--- config.mk ---
export PLATFORM = sky130hd
export DESIGN_NAME = wrr_arbiter
export DESIGN_NICKNAME = d
export VERILOG_FILES = /design/src/rtl/wrr_arbiter.sv
export SDC_FILE = /design/constraint.sdc
export NUM_CORES = 1
export LEC_CHECK = 0
export CAP_MARGIN = 10
export CORE_ASPECT_RATIO = 0.7
export CORE_MARGIN = 3
export CORE_UTILIZATION = 51
export DETAILED_ROUTE_END_ITERATION = 8
export PLACE_DENSITY = 0.82
export SETUP_SLACK_MARGIN = 0.1
export SLEW_MARGIN = 20
export SYNTH_ARGS = -nofsm -noshare
export SYNTH_HDL_FRONTEND = slang
export SYNTH_SLANG_ARGS = --single-unit
--- constraint.sdc ---
create_clock -name clock -period 14.8 [get_ports clock]
set_clock_uncertainty 0.15 [all_clocks]
set_input_delay 4.44 -clock clock [delete_from_list [all_inputs] [get_ports clock]]
set_output_delay 4.44 -clock clock [all_outputs]
set_load 0.01 [all_outputs]
--- src/rtl/wrr_arbiter.sv ---
// Weighted round-robin arbiter. The current owner may keep the grant for up to
// its weight in consecutive granted beats, then priority rotates past it.
module wrr_arbiter #(
  parameter int CLIENTS  = 8,
  parameter int WEIGHT_W = 4,
  parameter int IDX_W    = $clog2(CLIENTS)
) (
  input  logic                         clock,
  input  logic                         reset,
  input  logic [CLIENTS-1:0]           request,
  input  logic [CLIENTS*WEIGHT_W-1:0]  weight,
  input  logic                         stall,
  output logic [CLIENTS-1:0]           grant,
  output logic [IDX_W-1:0]             grant_idx,
  output logic                         grant_last
);

  // Handshake: request[i] is a level held until the cycle grant[i]=1; that
  // cycle is the transfer beat. grant is combinational with no bubble cycles.

  logic [IDX_W-1:0]    ptr_q, ptr_d;
  logic                owned_q, owned_d;
  logic [WEIGHT_W-1:0] count_q, count_d;

  logic [WEIGHT_W-1:0] eff_w [CLIENTS];
  logic [IDX_W-1:0]    cand;
  logic [IDX_W-1:0]    rot_idx;
  logic                rot_found;
  logic                cont;
  logic                has_winner;
  logic [IDX_W-1:0]    winner;
  logic                grant_en;
  logic [WEIGHT_W-1:0] next_cnt;

  // A zero weight still allows a single beat so the client is never starved.
  always_comb begin
    for (int i = 0; i < CLIENTS; i++) begin
      if (weight[i*WEIGHT_W +: WEIGHT_W] == '0)
        eff_w[i] = WEIGHT_W'(1);
      else
        eff_w[i] = weight[i*WEIGHT_W +: WEIGHT_W];
    end
  end

  // Scan starting just after the last owner; the owner itself is checked last.
  always_comb begin
    rot_found = 1'b0;
    rot_idx   = '0;
    cand      = '0;
    for (int k = 1; k <= CLIENTS; k++) begin
      cand = IDX_W'((int'(ptr_q) + k) % CLIENTS);
      if (!rot_found && request[cand]) begin
        rot_found = 1'b1;
        rot_idx   = cand;
      end
    end
  end

  always_comb begin
    cont       = owned_q && request[ptr_q] && (count_q < eff_w[ptr_q]);
    has_winner = cont || rot_found;
    winner     = cont ? ptr_q : rot_idx;
    grant_en   = has_winner && !stall && !reset;
    next_cnt   = cont ? (count_q + WEIGHT_W'(1)) : WEIGHT_W'(1);
    grant      = grant_en ? (CLIENTS'(1) << winner) : '0;
    grant_idx  = grant_en ? winner : '0;
    grant_last = grant_en && (next_cnt == eff_w[winner]);
  end

  // Stall freezes everything so an interrupted burst resumes with its budget.
  always_comb begin
    ptr_d   = ptr_q;
    owned_d = owned_q;
    count_d = count_q;
    if (!stall) begin
      if (grant_en) begin
        ptr_d   = winner;
        count_d = next_cnt;
        owned_d = !grant_last;
      end else begin
        owned_d = 1'b0;
        count_d = '0;
      end
    end
  end

  always_ff @(posedge clock) begin
    if (reset) begin
      ptr_q   <= IDX_W'(CLIENTS - 1);
      owned_q <= 1'b0;
      count_q <= '0;
    end else begin
      ptr_q   <= ptr_d;
      owned_q <= owned_d;
      count_q <= count_d;
    end
  end

endmodule

==> flow_metrics.env, run 1 <==
export IMPL_yosysMostFrequentCell="mux2i_1"
export IMPL_syn_inst=249
export IMPL_gp_congestion=1.05
export IMPL_dieArea_sq_um=5160
export IMPL_synth_top_cell_area_share_pct=21.5
export IMPL_slew_violations=0
export IMPL_antenna_found_initial=0
export IMPL_synth_warnings=0
export IMPL_ys_seq_area_share_pct=7.27
export IMPL_yosysUniqueCellTypes=66
export IMPL_synth_top_family_by_area="multiplexers"
export IMPL_rows=19
export IMPL_arrival_ns=9.59
export IMPL_leakagePower_uw=0.00108
export IMPL_whs_ns=0.364
export IMPL_clock_latency_ns=0.23
export IMPL_grt_max_degree=31
export IMPL_n_fill_cell=333
export IMPL_synthArstFlopShare_pct=0
export IMPL_dpl_hpwl_um=5470
export IMPL_wl_per_cell_um=19.2
export IMPL_end_kind="output port"
export IMPL_irDropWorstVdd_mv=0.136
export IMPL_drt_total_wl_um=6740
export IMPL_htree_levels=1
export IMPL_area_growth_pct=27.8
export IMPL_p_per_area_nw_per_um2=195
export IMPL_dr_total_vias=2384
export IMPL_synth_xor_area_share_pct=3.18
export IMPL_design_core_area_sq_um=4040
export IMPL_cts_resized=0
export IMPL_grt_use_total_pct=26.3
export IMPL_min_path_type="reg2reg"
export IMPL_yosys_area_share_adder_pct=3.41
export IMPL_worst_slew_pin_slew_ns=0.627
export IMPL_drive_above_1_share_pct=16.7
export IMPL_cp_required_ns=10.21
export IMPL_synth_edf_count=0
export IMPL_syn_area_sq_um=2200
export IMPL_chipHeight_um=61.0
export IMPL_via_per_inst=6.79
export IMPL_synth_flop_cell="dfxtp_1"
export IMPL_maxSlewHeadroom_pct=57.8
export IMPL_pin_count=55
export IMPL_min_period_ns=14.18
export IMPL_synth_nets=298
export IMPL_place_area_sq_um=2770
export IMPL_diodes=0
export IMPL_ys_ff_latch=8
export IMPL_io_buffers=54
export IMPL_ys_top_cells_by_count="mux2i_1, nor2_1, mux4_2, nand2_1, nor3_1"
export IMPL_synth_compound_area_share_pct=19.4
export IMPL_ys_top_cells_by_area="mux4_2, mux2i_1, dfxtp_1"
export IMPL_first_global_vias=2191
export IMPL_drt_first_pass_iters=5
export IMPL_avgSynthCellArea_sq_um=8.85
export IMPL_post_cts_setup_buffers=0
export IMPL_setup_tns_ns=0
export IMPL_cts_num_sinks=8
export IMPL_drv_cap=0
export IMPL_grt_overflow=0
export IMPL_yosysTopAreaCell="mux4_2"
export IMPL_cts_hold_fix_buffers=0
export IMPL_nNetsFinal=350
export IMPL_grt_met1_usage_pct=40.0
export IMPL_fmax_mhz=70.5
export IMPL_grt_pass1_wl_um=10800
export IMPL_crit_type="in2out"
export IMPL_power_total_uw=548
export IMPL_clk_pin_slew_ns=0.04
export IMPL_clockRootBuffer="clkbuf_8"
export IMPL_use_met3_pct=2.85
export IMPL_finalCritPeriodShare_pct=95.8
export IMPL_start_util_pct=54.5
export IMPL_use_met2_pct=39.8
export IMPL_die_width_um=84.6
export IMPL_cts_buffer_depth=2
export IMPL_startpoint_type="input pin"
export IMPL_status="completed"
export IMPL_hold_viol_final=0
export IMPL_ant_nets=0
export IMPL_worst_path_max_fanout=16
export IMPL_setup_viol=0
export IMPL_cts_made_buffers=3
export IMPL_drcViolationCount=0
export IMPL_synth_area_mux_share_pct=38.3
export IMPL_grt_busiest_layer="met1"
export IMPL_tritoncts="done"
export IMPL_grt_setup_unrepaired="no"
export IMPL_final_cell_area_sq_um=2820
export IMPL_post_synth_and_or_nand_nor_area_fraction_pct=22.9
export IMPL_drt_iter0_drc=203
## registers in the layout, summed over array words and instances, names as in the netlist
register,count
count_q,4
ptr_q,3
owned_q,1
## per-layer routing
| layer | up-vias | wire (um) |
|---|---|---|
| li1 | 1092 | - |
| met1 | 1134 | 3180 |
| met2 | 143 | 2860 |
| met3 | 15 | 597 |
| met4 | 0 | 102 |
| met5 | - | 0 |
## logic make-up after synthesis
kind of cell               Yosys count
AOI/OAI and AO/OA                   57
xor gates and xnor gates             8
adders and majority gates            6
buffers and inverters               23
DFF                                  8
muxes                               55
and+or+nand+nor                     92
## cell type report
class                   count  area [sq um]  area share, %
multi-input cells         218          1920           68.3
repair buffers             61           593           21.1
inverters                   9          33.8           1.20
well taps                  52          65.1           2.31
flip-flops and latches      8           160           5.69
clock buffers               3          41.3           1.47
## where the power goes
group / internal, uW / switching [uW] / leakage [uW] / total (uW)
Clock: 17.6 / 8.01 / 0.0000216 / 25.6
Sequential: 25.5 / 1.98 / 0.0000659 / 27.5
Combinational: 234 / 262 / 0.000990 / 495
## through the flow
stage	util [%]	worst slack, ns	cells
6_report	69.7	0.616	351
3_3_place_gp	68.6	0.804	348
5_1_grt	69.7	0.367	351
4_1_cts	69.7	0.670	351
3_5_place_dp	68.6	0.692	348
2_1_floorplan	-	2.15	249
## critical path, stage by stage
cell and delay (ns):
clkdlybuf4s50_1 0.46, mux4_2 0.47, mux2i_1 0.21, ha_1 0.29
a21oi_1 0.14, nor2b_1 0.07, nor4b_2 0.43, nand2_1 0.30
a2bb2oi_2 0.49, buf_4 0.31, mux2i_1 0.11, mux4_2 0.51
or4_1 0.50, a22oi_2 0.20, and2_1 0.15, clkdlybuf4s50_1 0.53
## cell usage in the layout (no fill, tap or decap), types with 7 or more instances in the layout
cell             instances
mux2i_1                 26
inv_1                    8
nor3_1                  11
mux4_2                  21
nand2_1                 15
dfxtp_1                  8
buf_4                    7
o21ai_0                  7
nand2b_1                 7
clkdlybuf4s50_1         54
a21oi_1                  8
nor2_1                  25
## final timing paths
| check | slack [ns] | start | endpoint | cells past startpoint |
|---|---|---|---|---|
| setup / recovery | 0.62 | weight[10] | grant_last | 16 |
| hold / removal | 0.36 | owned_q | owned_q | 2 |
| setup reg to reg | 9.02 | ptr_q[1] | owned_q | 15 |
| hold reg to reg | 0.36 | owned_q | owned_q | 2 |
Note: power is estimated with default switching activity, not from simulation.
==> inputs of run 2 (changes only) <==
CORE_UTILIZATION = 50   (was 51)
PLACE_DENSITY = 0.81   (was 0.82)
==> flow_metrics.env, run 2 (same netlist as run 1, synthesis figures left out) <==
export IMPL_crit_path_end="grant_last"
export IMPL_grt_busiest_layer="met1"
export IMPL_grt_use_total_pct=25.1
export IMPL_cts_resized=0
export IMPL_status="completed"
export IMPL_regArea_sq_um=160
export IMPL_use_met3_pct=1.87
export IMPL_finalCritPeriodShare_pct=96.4
export IMPL_first_global_vias=2125
export IMPL_critPathMaxStageDelay_ns=0.52
export IMPL_clock_latency_ns=0.22
export IMPL_layout_common_cells="clkdlybuf4s50_1, mux2i_1, nor2_1, mux4_2, nand2_1"
export IMPL_grt_max_degree=31
export IMPL_grt_pass1_wl_um=10500
export IMPL_pre_cts_ws_ns=0.617
export IMPL_crit_type="in2out"
export IMPL_grt_setup_unrepaired="no"
export IMPL_io_buffers=54
export IMPL_drcViolationCount=0
export IMPL_cp_required_ns=10.21
export IMPL_reg_top3="count_q: 4 flops, ptr_q: 3 flops, owned_q: 1 flops"
export IMPL_drv_cap=0
export IMPL_wl_per_cell_um=18.5
export IMPL_fmax_mhz=70.1
export IMPL_via_per_inst=6.65
export IMPL_multiInputGateArea_sq_um=1920
export IMPL_ant_nets=0
export IMPL_start_util_pct=53.9
export IMPL_gp_congestion=1.02
export IMPL_post_cts_setup_buffers=0
export IMPL_cts_made_buffers=3
export IMPL_pin_count=55
export IMPL_area_growth_pct=27.8
export IMPL_slew_violations=0
export IMPL_min_period_ns=14.27
export IMPL_use_met2_pct=36.8
export IMPL_startpoint_type="input pin"
export IMPL_clk_pin_slew_ns=0.04
export IMPL_die_width_um=85.3
export IMPL_drive_above_1_share_pct=16.7
export IMPL_crit_slowest_cell="a2bb2oi_2"
export IMPL_chipHeight_um=61.5
export IMPL_largest_reg_flops=4
export IMPL_grt_met1_usage_pct=39.9
export IMPL_cp_cell_sequence="clkdlybuf4s50_1 > mux4_2 > mux2i_1 > ha_1 > nor2b_1 > nor4b_2 > nand2_1 > a2bb2oi_2 > buf_4 > mux2i_1 > mux4_2 > or4_1 > a22oi_2 > and2_1 > clkdlybuf4s50_1"
export IMPL_final_common_cell="clkdlybuf4s50_1"
export IMPL_worst_slew_pin_slew_ns=0.602
export IMPL_regMostFlops="count_q"
export IMPL_cts_num_sinks=8
export IMPL_r2r_end="owned_q"
export IMPL_setup_viol=0
export IMPL_final_setup_worst_slack_ns=0.533
export IMPL_tritoncts="done"
export IMPL_leakagePower_uw=0.00108
export IMPL_p_per_area_nw_per_um2=195
export IMPL_drt_total_wl_um=6480
export IMPL_dieArea_sq_um=5250
export IMPL_drt_first_pass_iters=5
export IMPL_nNetsFinal=350
export IMPL_grt_overflow=0
export IMPL_drt_iter0_drc=230
export IMPL_cts_hold_fix_buffers=0
export IMPL_setup_tns_ns=0
export IMPL_antenna_found_initial=0
export IMPL_cp_startpoint="weight[27]"
export IMPL_r2r_slack_ns=8.98
export IMPL_n_fill_cell=318
export IMPL_irDropWorstVdd_mv=0.139
export IMPL_min_path_type="reg2reg"
export IMPL_end_kind="output port"
export IMPL_design_core_area_sq_um=4090
export IMPL_rows=19
export IMPL_clockRootBuffer="clkbuf_8"
export IMPL_hold_viol_final=0
export IMPL_worst_path_max_fanout=15
export IMPL_diodes=0
export IMPL_worst_r2r_path_depth=15
export IMPL_r2r_start="ptr_q[1]"
export IMPL_cts_buffer_depth=2
export IMPL_arrival_ns=9.68
export IMPL_dpl_hpwl_um=5200
export IMPL_final_cells=351
export IMPL_maxSlewHeadroom_pct=59.5
export IMPL_htree_levels=1
export IMPL_dr_total_vias=2335
export IMPL_place_inst=348
-- run 2: cell counts in the layout (fill, tap and decap cells not counted) --
No cell type changed its count.
-- run 2: final cells by class --
type	count	area share (%)
Clock buffer	3	1.47
Inverter	9	1.20
Multi-Input combinational cell	218	68.3
Sequential cell	8	5.69
Tap cell	52	2.31
Timing Repair Buffer	61	21.1
-- run 2: critical path, delay by kind of cell --
family / cells / cell delay (ns)
compound gates: 2 / 0.74
fa+ha+maj: 1 / 0.28
buf+inv: 3 / 1.32
mux: 4 / 1.35
simple gates: 5 / 1.53
-- run 2: report_power, final --
group	total, uW	leakage, uW	internal, uW	switching, uW
Clock	25.3	0.0000216	17.5	7.76
Sequential	27.5	0.0000659	25.5	2.07
Combinational	495	0.000990	234	262
Total	548	0.00108	277	271
-- run 2: layer usage --
layer  vias to the layer above  routed length, um
li1                       1093                  -
met1                      1118               3210
met2                       118               2700
met3                         6                540
met4                         0                 36
met5                         -                  0
-- run 2: metrics by stage --
step	util, %	hold WS, ns	power [uW]	instance area (sq um)
after global routing	68.8	0.379	585	2820
after detailed placement	67.8	0.345	512	2770
after CTS	68.8	0.354	540	2820
after global placement	67.8	0.345	505	2770
final	68.8	0.352	548	2820
after floorplan	-	0.298	402	2200
-- run 2: worst min path at each step --
stage             from       to  slack, ns  cells past startpoint
4_1_cts        owned_q  owned_q       0.35                      2
3_3_place_gp   owned_q  owned_q       0.35                      2
2_1_floorplan  owned_q  owned_q       0.30                      2
6_report       owned_q  owned_q       0.35                      2
3_5_place_dp   owned_q  owned_q       0.34                      2
5_1_grt        owned_q  owned_q       0.38                      2
==> inputs of run 3 (changes only) <==
SLEW_MARGIN = 5   (was 20)
==> results of run 3 <==
Same layout as run 2: the final DEF is identical, and so are final timing and power.
